**config.mk**
```make
export PLATFORM = sky130hd
export DESIGN_NAME = noc_output_scheduler
export DESIGN_NICKNAME = d
export VERILOG_FILES = /design/src/rtl/noc_output_scheduler.sv
export SDC_FILE = /design/constraint.sdc
export NUM_CORES = 1
export LEC_CHECK = 0
export CAP_MARGIN = 40
export CORE_MARGIN = 2
export CORE_UTILIZATION = 40
export CTS_CLUSTER_SIZE = 40
export DETAILED_ROUTE_END_ITERATION = 8
export GPL_ROUTABILITY_DRIVEN = 0
export PLACE_DENSITY = 0.77
export SYNTH_ARGS = -nofsm -noshare
export SYNTH_HDL_FRONTEND = slang
export SYNTH_SLANG_ARGS = --single-unit
```
**constraint.sdc**
```tcl
create_clock -name clock -period 1.6 [get_ports clock]
set_input_delay 0.24 -clock clock [delete_from_list [all_inputs] [get_ports clock]]
set_output_delay 0.24 -clock clock [all_outputs]
set_load 0.005 [all_outputs]
```
**src/rtl/noc_output_scheduler.sv**
```systemverilog
// rtl/noc_output_scheduler.sv - round-robin output-port scheduler with 4-byte packet serialiser
module noc_output_scheduler #(
    parameter int NUM_IN     = 4,
    parameter int SELF_INDEX = 0,
    parameter int CNT_W      = 16
) (
    input  logic                   clock,
    input  logic                   reset_n,
    input  logic [NUM_IN-1:0]      req,
    input  logic [NUM_IN-1:0][31:0] pkt_in,
    output logic [NUM_IN-1:0]      took,
    input  logic                   free_outbound,
    output logic                   put_outbound,
    output logic [7:0]             payload_outbound,
    output logic                   busy,
    output logic [2:0]             grant_idx,
    output logic [CNT_W-1:0]       sent_count
);

    localparam int IW = (NUM_IN > 1) ? $clog2(NUM_IN) : 1;

    typedef enum logic [1:0] {
        IDLE      = 2'd0,
        WAIT_FREE = 2'd1,
        SEND      = 2'd2
    } state_t;

    state_t              r_state;
    logic [IW-1:0]       r_rr_ptr;
    logic [NUM_IN-1:0]   r_took;
    logic                r_put;
    logic [7:0]          r_payload;
    logic                r_busy;
    logic [2:0]          r_grant_idx;
    logic [CNT_W-1:0]    r_sent_count;
    logic [1:0]          r_byte_cnt;
    logic [31:0]         r_pkt;

    logic [NUM_IN-1:0]   w_eff;
    logic [2*NUM_IN-1:0] w_rot;
    logic                w_found;
    int                  w_gint;
    int                  w_nint;
    logic [IW-1:0]       w_gsel;
    logic [IW-1:0]       w_next_ptr;
    logic [NUM_IN-1:0]   w_onehot;

    for (genvar gi = 0; gi < NUM_IN; gi++) begin : g_eff
        assign w_eff[gi] = req[gi] && (gi != SELF_INDEX);
    end

    // Rotating the doubled request vector by rr_ptr turns the circular scan into a plain low-to-high search.
    always_comb begin
        w_rot   = {w_eff, w_eff} >> r_rr_ptr;
        w_found = 1'b0;
        w_gint  = 0;
        for (int k = 0; k < NUM_IN; k++) begin
            if (!w_found && w_rot[k]) begin
                w_found = 1'b1;
                w_gint  = int'(r_rr_ptr) + k;
            end
        end
        if (w_gint >= NUM_IN) begin
            w_gint = w_gint - NUM_IN;
        end
        w_nint     = (w_gint + 1 >= NUM_IN) ? 0 : w_gint + 1;
        w_gsel     = IW'(w_gint);
        w_next_ptr = IW'(w_nint);
        w_onehot   = NUM_IN'(1) << w_gsel;
    end

    always_ff @(posedge clock or negedge reset_n) begin
        if (!reset_n) begin
            r_state      <= IDLE;
            r_rr_ptr     <= '0;
            r_took       <= '0;
            r_put        <= 1'b0;
            r_payload    <= '0;
            r_busy       <= 1'b0;
            r_grant_idx  <= '0;
            r_sent_count <= '0;
            r_byte_cnt   <= '0;
            r_pkt        <= '0;
        end else begin
            r_took <= '0;
            case (r_state)
                IDLE: begin
                    if (w_found) begin
                        r_pkt       <= pkt_in[w_gsel];
                        r_grant_idx <= 3'(w_gsel);
                        r_rr_ptr    <= w_next_ptr;
                        r_took      <= w_onehot;
                        r_busy      <= 1'b1;
                        r_state     <= WAIT_FREE;
                    end
                end
                WAIT_FREE: begin
                    if (free_outbound) begin
                        r_state    <= SEND;
                        r_byte_cnt <= '0;
                        r_put      <= 1'b1;
                        r_payload  <= r_pkt[31:24];
                    end
                end
                SEND: begin
                    // Once free is seen the node takes all four bytes, so free is not re-checked here.
                    if (r_byte_cnt == 2'd3) begin
                        r_put        <= 1'b0;
                        r_busy       <= 1'b0;
                        r_state      <= IDLE;
                        r_sent_count <= r_sent_count + CNT_W'(1);
                    end else begin
                        r_byte_cnt <= r_byte_cnt + 2'd1;
                        case (r_byte_cnt)
                            2'd0:    r_payload <= r_pkt[23:16];
                            2'd1:    r_payload <= r_pkt[15:8];
                            default: r_payload <= r_pkt[7:0];
                        endcase
                    end
                end
                default: begin
                    r_state <= IDLE;
                    r_busy  <= 1'b0;
                    r_put   <= 1'b0;
                end
            endcase
        end
    end

    assign took             = r_took;
    assign put_outbound     = r_put;
    assign payload_outbound = r_payload;
    assign busy             = r_busy;
    assign grant_idx        = r_grant_idx;
    assign sent_count       = r_sent_count;

endmodule

```
==> impl_metrics.tcl, run 1 <==
set metrics [dict create \
    detailedPlacementHpwl_mm 9.495 \
    io_pins 168 \
    cts_buffers 9 \
    leakagePower_nw 2.720 \
    drtPass1Iterations 5 \
    htree_levels 3 \
    layout-drive-gt1-share_pct 26.57 \
    clk_latency_ns 0.36 \
    die_y_um 108.0 \
    min_path_type "in2async" \
    first_global_vias 4210 \
    crit_path_top_delay_cell "dfrtp_1" \
    reg2reg_slack_ns -0.05 \
    layout_common_cells "clkdlybuf4s50_1 (161), dfrtp_1 (66), nand2_1 (50)" \
    irDropWorstVdd_uv 628.9 \
    fill_cells 781 \
    synthCells 410 \
    yosysWarnings 0 \
    grt-ovfl-total 0 \
    crit_family "flip-flops" \
    path_max_fanout 6 \
    cts_buffer_depth 2 \
    grt_start_max_net_pins 34 \
    grt_pass1_wl_mm 20.64 \
    clock-sinks 70 \
    final_area_um2 6857 \
    critical_path.endpoint_type "flip-flop" \
    powerDensity_nw_per_um2 1427 \
    syn_to_final_growth_pct 58.38 \
    cp_cell_sequence "inv_2, a21boi_4, o22ai_4, buf_8, inv_4, ha_4, mux2_4" \
    first_iter_violations 215 \
    path_class "reg2reg" \
    finalWirelength_mm 13.14 \
    wl_per_cell_um 18.07 \
    root_buffer "clkbuf_8" \
    clkTransAtPathRegs_ns 0.08 \
    crit_path_start_kind "flip-flop" \
    vias_per_cell 5.532 \
    syn_area_per_cell_um2 10.56 \
    post-route-period-util_pct 103.4 \
    drc 0 \
    fin_ws_ns -0.05490 \
    start_util_pct 41.56 \
    status "finished with violations" \
    antenna_left 0 \
    arrival_ns 1.90 \
    die-area_um2 11670 \
    final_hold_viol_count 0 \
    row_count 37 \
    core-area_um2 10420 \
    max_stage_delay_ns 0.44 \
    slew_violations 0 \
    antenna_found_initial 0 \
    cp_num_buf_inv 3 \
    min_period_ns 1.655 \
    diodes 0 \
    final_util_pct 65.83 \
    grt_use_total_pct 22.79 \
    crit_required_ns 1.84 \
    clock_skew_ns 0.01018 \
    port_buffers 165 \
    setup_viol_count_final 5 \
    placed_area_um2 6240 \
    cts_tree "built" \
    chipWidth_um 108.0 \
    max_cap_violations 0 \
    synth_cell_types 41 \
    synth_area_um2 4329 \
    yosysSeqAreaShare_pct 40.46 \
    fmax_ghz 0.6043 \
    nets 726 \
    rsz0062_at_grt "true" \
    finalPower_mw 9.786 \
    ys_ff_latch 70 \
    dp_slack_ns -0.5747 \
    violations "negative setup slack" \
    layout_commonest_cell "clkdlybuf4s50_1" \
    via_count 4022 \
]
## path summary, 6_finish.rpt
path,startpoint,to,cells after the start
setup reg to reg,r_rr_ptr[1],r_rr_ptr[1],7
hold / removal,reset_n,sent_count[2],2
hold reg to reg,sent_count[15],sent_count[15],1
setup / recovery,r_rr_ptr[1],r_rr_ptr[1],7
min in group clock,req[1],busy,5
max in group asynchronous,reset_n,r_byte_cnt[0],3
## through the flow
step	hold WS, ns	cells	setup TNS [ns]
2_1_floorplan	-0.05559	411	-0.06377
3_3_place_gp	0.1225	702	-15.46
3_5_place_dp	0.1273	702	-17.87
4_1_cts	0.2982	726	-0.03702
5_1_grt	0.3120	727	-1.376
6_report	0.2939	727	-0.08901
## cells in the mapped netlist (all sizes together)
cell type	n	share of area (%)
a221oi	64	17
clkbuf	12	1.0
nor3	2	0.46
a22oi	8	1.4
conb	1	0.087
nand3	17	2.0
o31ai	32	8.7
nand2b	30	4.5
nand2	50	4.3
mux2	4	1.1
xor2	5	1.0
and4	1	0.20
nor2b	2	0.29
inv	15	1.3
o21ai	12	1.4
dfrtp	70	40
buf	28	5.0
xnor2	10	2.0
nand4	2	0.43
or3	1	0.14
nor2	15	1.5
a21boi	2	0.61
ha	5	1.4
o22ai	2	0.58
a21oi	3	0.35
a211oi	1	0.17
o32ai	1	0.20
and3	1	0.14
or2b	4	0.69
nor4	2	0.29
o211ai	8	1.4
## cell families (layout without fill, tap and decap cells)
group / Yosys count / count (layout) / synth area share (%)
adder cells (fa/ha/maj): 5 / 5 / 1.445
XOR/XNOR: 15 / 15 / 3.035
buffers and inverters: 55 / 235 / 7.312
AND/OR/NAND/NOR: 127 / 127 / 14.94
other: 1 / 2 / 0.08662
flip-flops: 70 / 70 / 40.46
AO/OA/AOI/OAI: 133 / 133 / 31.59
multiplexers: 4 / 4 / 1.127
## report_power, final
part / switching (mW) / internal [mW]
clock network: 0.700 / 1.08
registers: 0.492 / 2.45
logic: 2.47 / 2.59
## sequential cells by signal (all words and copies together), names as in the netlist
name / cells
sent_count: 16
payload_outbound: 8
took: 4
grant_idx: 2
r_pkt: 32
busy: 1
r_rr_ptr: 2
r_byte_cnt: 2
put_outbound: 1
r_state: 2
## routing by layer
metal  GRT usage, %  part of all wire [%]
met2          39.76                    52
met1          27.24                    39
met4          9.341                   2.0
met3          4.882                   6.8
met5              0                     0
## what timing repair did
| item | 4_1_cts | 5_1_grt |
|---|---|---|
| pin swaps | 2 | 3 |
| buffers inserted | 5 | 1 |
| gates cloned | 2 | 0 |
| gates resized for setup | 21 | 31 |
| endpoints found under the setup margin | 43 | 50 |
| hold buffers | 1 | 0 |
| endpoints found under the hold margin | 16 | 0 |
## final cells by class
class                      instances  area [um2]  share of cell area (%)
multi-input combinational        286        2514                   36.66
timing repair buffer             204        2110                   30.77
sequential                        70        1757                   25.62
tap                              136       170.2                   2.482
clock buffer                      11       141.4                   2.062
clock inverter                     5       106.4                   1.551
inverter                          15       58.81                  0.8577
Power figures use the tool's default switching activity.
==> run 2, diff against run 1 <==
Settings changed: CORE_UTILIZATION 40 to 48, PLACE_DENSITY 0.77 to 0.87.
Clock period 1.6 ns to 2.1 ns, I/O delays scaled along.
==> impl_metrics.tcl, run 2 (synthesis gave the netlist of run 1 again) <==
set metrics [dict create \
    diodes 0 \
    critical_path.endpoint_type "flip-flop" \
    layout_common_cells "clkdlybuf4s50_1 (163), dfrtp_1 (70), nand2_1 (50)" \
    p_switching_mw 2.539 \
    io_pins 168 \
    setup_viol_count_final 0 \
    rr_endpoint "payload_outbound[1]" \
    htree_levels 3 \
    cts_tree "built" \
    slew_headroom_pct 62.84 \
    clock_skew_ns 0.01054 \
    fmax_ghz 0.5478 \
    path_max_fanout 32 \
    tightestPinTransition_ns 0.5574 \
    grt_start_max_net_pins 70 \
    top_register "r_pkt" \
    root_buffer "clkbuf_8" \
    antenna_left 0 \
    irDropWorstVdd_uv 609.3 \
    wl_per_cell_um 17.68 \
    cp_cell_sequence "clkdlybuf4s50_1, a21boi_1, o22ai_4, buf_12, a221oi_1, o31ai_2" \
    status "completed" \
    grt_use_total_pct 25.33 \
    pwr-share-seq_pct 35.4 \
    rsz0062_at_grt "false" \
    nets 709 \
    arrival_ns 2.06 \
    first_global_vias 4106 \
    post-route-period-util_pct 86.92 \
    syn_to_final_growth_pct 44.71 \
    die-area_um2 9795 \
    reg2reg_slack_ns 0.32 \
    drtPass1Iterations 4 \
    crit_required_ns 2.33 \
    first_iter_violations 180 \
    crit_family "compound AO/OA/AOI/OAI gates" \
    intPower_mw 3.861 \
    stdcell_count 681 \
    min_path_type "in2async" \
    antenna_found_initial 0 \
    port_buffers 165 \
    clk_latency_ns 0.35 \
    max_cap_violations 0 \
    grt_pass1_wl_mm 19.78 \
    cts_buffers 9 \
    crit_path_start_kind "primary input" \
    finalWirelength_mm 12.04 \
    reg2reg_depth 7 \
    row_count 34 \
    placed_area_um2 6088 \
    final_hold_viol_count 0 \
    die_y_um 98.97 \
    p_clk_share_pct 14.8 \
    path_class "in2reg" \
    final_area_um2 6265 \
    leakagePower_nw 2.509 \
    chipWidth_um 98.97 \
    r2r_start "r_byte_cnt[0]" \
    largest_reg_flops 32 \
    clock-sinks 70 \
    power_frac_comb_pct 49.8 \
    vias_per_cell 5.877 \
    crit_path_top_delay_cell "clkdlybuf4s50_1" \
    post_cts_resized 0 \
    detailedPlacementHpwl_mm 9.191 \
    grt-ovfl-total 0 \
    cp_num_buf_inv 2 \
    powerDensity_nw_per_um2 1022 \
    core-area_um2 8721 \
    max_stage_delay_ns 0.59 \
    cts-hold-fix-buffers 1 \
    via_count 4002 \
    layout-drive-gt1-share_pct 17.98 \
    start_util_pct 49.64 \
    clkTransAtPathRegs_ns 0.07 \
    swShare_pct 39.67 \
    cts_buffer_depth 2 \
    layout_commonest_cell "clkdlybuf4s50_1" \
    slew_violations 0 \
    dpl.cell_count 665 \
    min_period_ns 1.825 \
    drc 0 \
    post_cts_buffers 0 \
]
[run 2: cell types whose count changed in the layout (fill, tap and decap cells not counted), sizes merged]
| cell | before | now |
|---|---|---|
| bufbuf | 1 | 0 |
| clkdlybuf4s50 | 161 | 163 |
| clkinv | 1 | 2 |
| bufinv | 3 | 0 |
| buf | 39 | 23 |
| dlygate4sd2 | 2 | 0 |
| clkbuf | 11 | 12 |
[run 2: power groups by stage]
stage / clock (mW) / sequential (mW) / combinational (mW)
3_5_place_dp: 0 / 2.27 / 3.17
2_1_floorplan: 0 / 2.13 / 2.21
6_report: 0.950 / 2.26 / 3.19
3_3_place_gp: 0 / 2.25 / 3.06
5_1_grt: 1.02 / 2.32 / 3.51
4_1_cts: 0.958 / 2.26 / 3.19
[run 2: how the worst max path moves through the flow]
stage | from | endpoint | slack (ns) | cells after the start
finish | req[3] | r_pkt[20] | 0.27 | 6
floorplan | req[3] | r_rr_ptr[1] | 0.39 | 7
global placement | req[3] | r_pkt[20] | -0.02 | 6
global route | req[3] | r_pkt[30] | 0.13 | 6
detailed placement | req[3] | r_pkt[20] | -0.10 | 6
CTS | req[3] | r_pkt[20] | 0.26 | 6
[run 2: cell type report]
class | instances | area, um2
multi-input cells | 286 | 2273
clock buffers | 12 | 145.1
inverters | 15 | 56.30
repair buffers | 187 | 1882
well taps | 108 | 135.1
flip-flops and latches | 70 | 1752
fillers | 607 | 2456
clock inverters | 3 | 21.27
[run 2: layer usage]
metal  part of all wire [%]  vias up  wire length [um]  GRT usage, %
li1                       -     1867                 -             -
met1                     40     1949              4841         29.77
met2                     51      160              6171         43.92
met3                    6.1       26               736         6.950
met4                    2.4        0               291         9.905
met5                      0        -                 0             0
[run 2: worst register-to-register path, stage by stage, from the launching register on]
cell and delay [ns]:
dfrtp_1 0.45, inv_1 0.08, ha_1 0.32, nor2_1 0.40, nand2_1 0.12, nand3_1 0.13
o211ai_1 0.10, o21ai_0 0.10
[run 2: per-stage QoR]
step | util (%) | setup TNS, ns | worst slack (ns) | total power, mW | hold slack (ns)
CTS | 71.84 | 0 | 0.2640 | 6.411 | 0.2853
global placement | 69.50 | -0.01899 | -0.01899 | 5.311 | 0.4619
global route | 71.84 | 0 | 0.1276 | 6.857 | 0.2764
finish | 71.84 | 0 | 0.2747 | 6.400 | 0.2927
detailed placement | 69.81 | -1.101 | -0.1026 | 5.444 | 0.1140
floorplan | - | 0 | 0.3859 | 4.346 | 0.01941
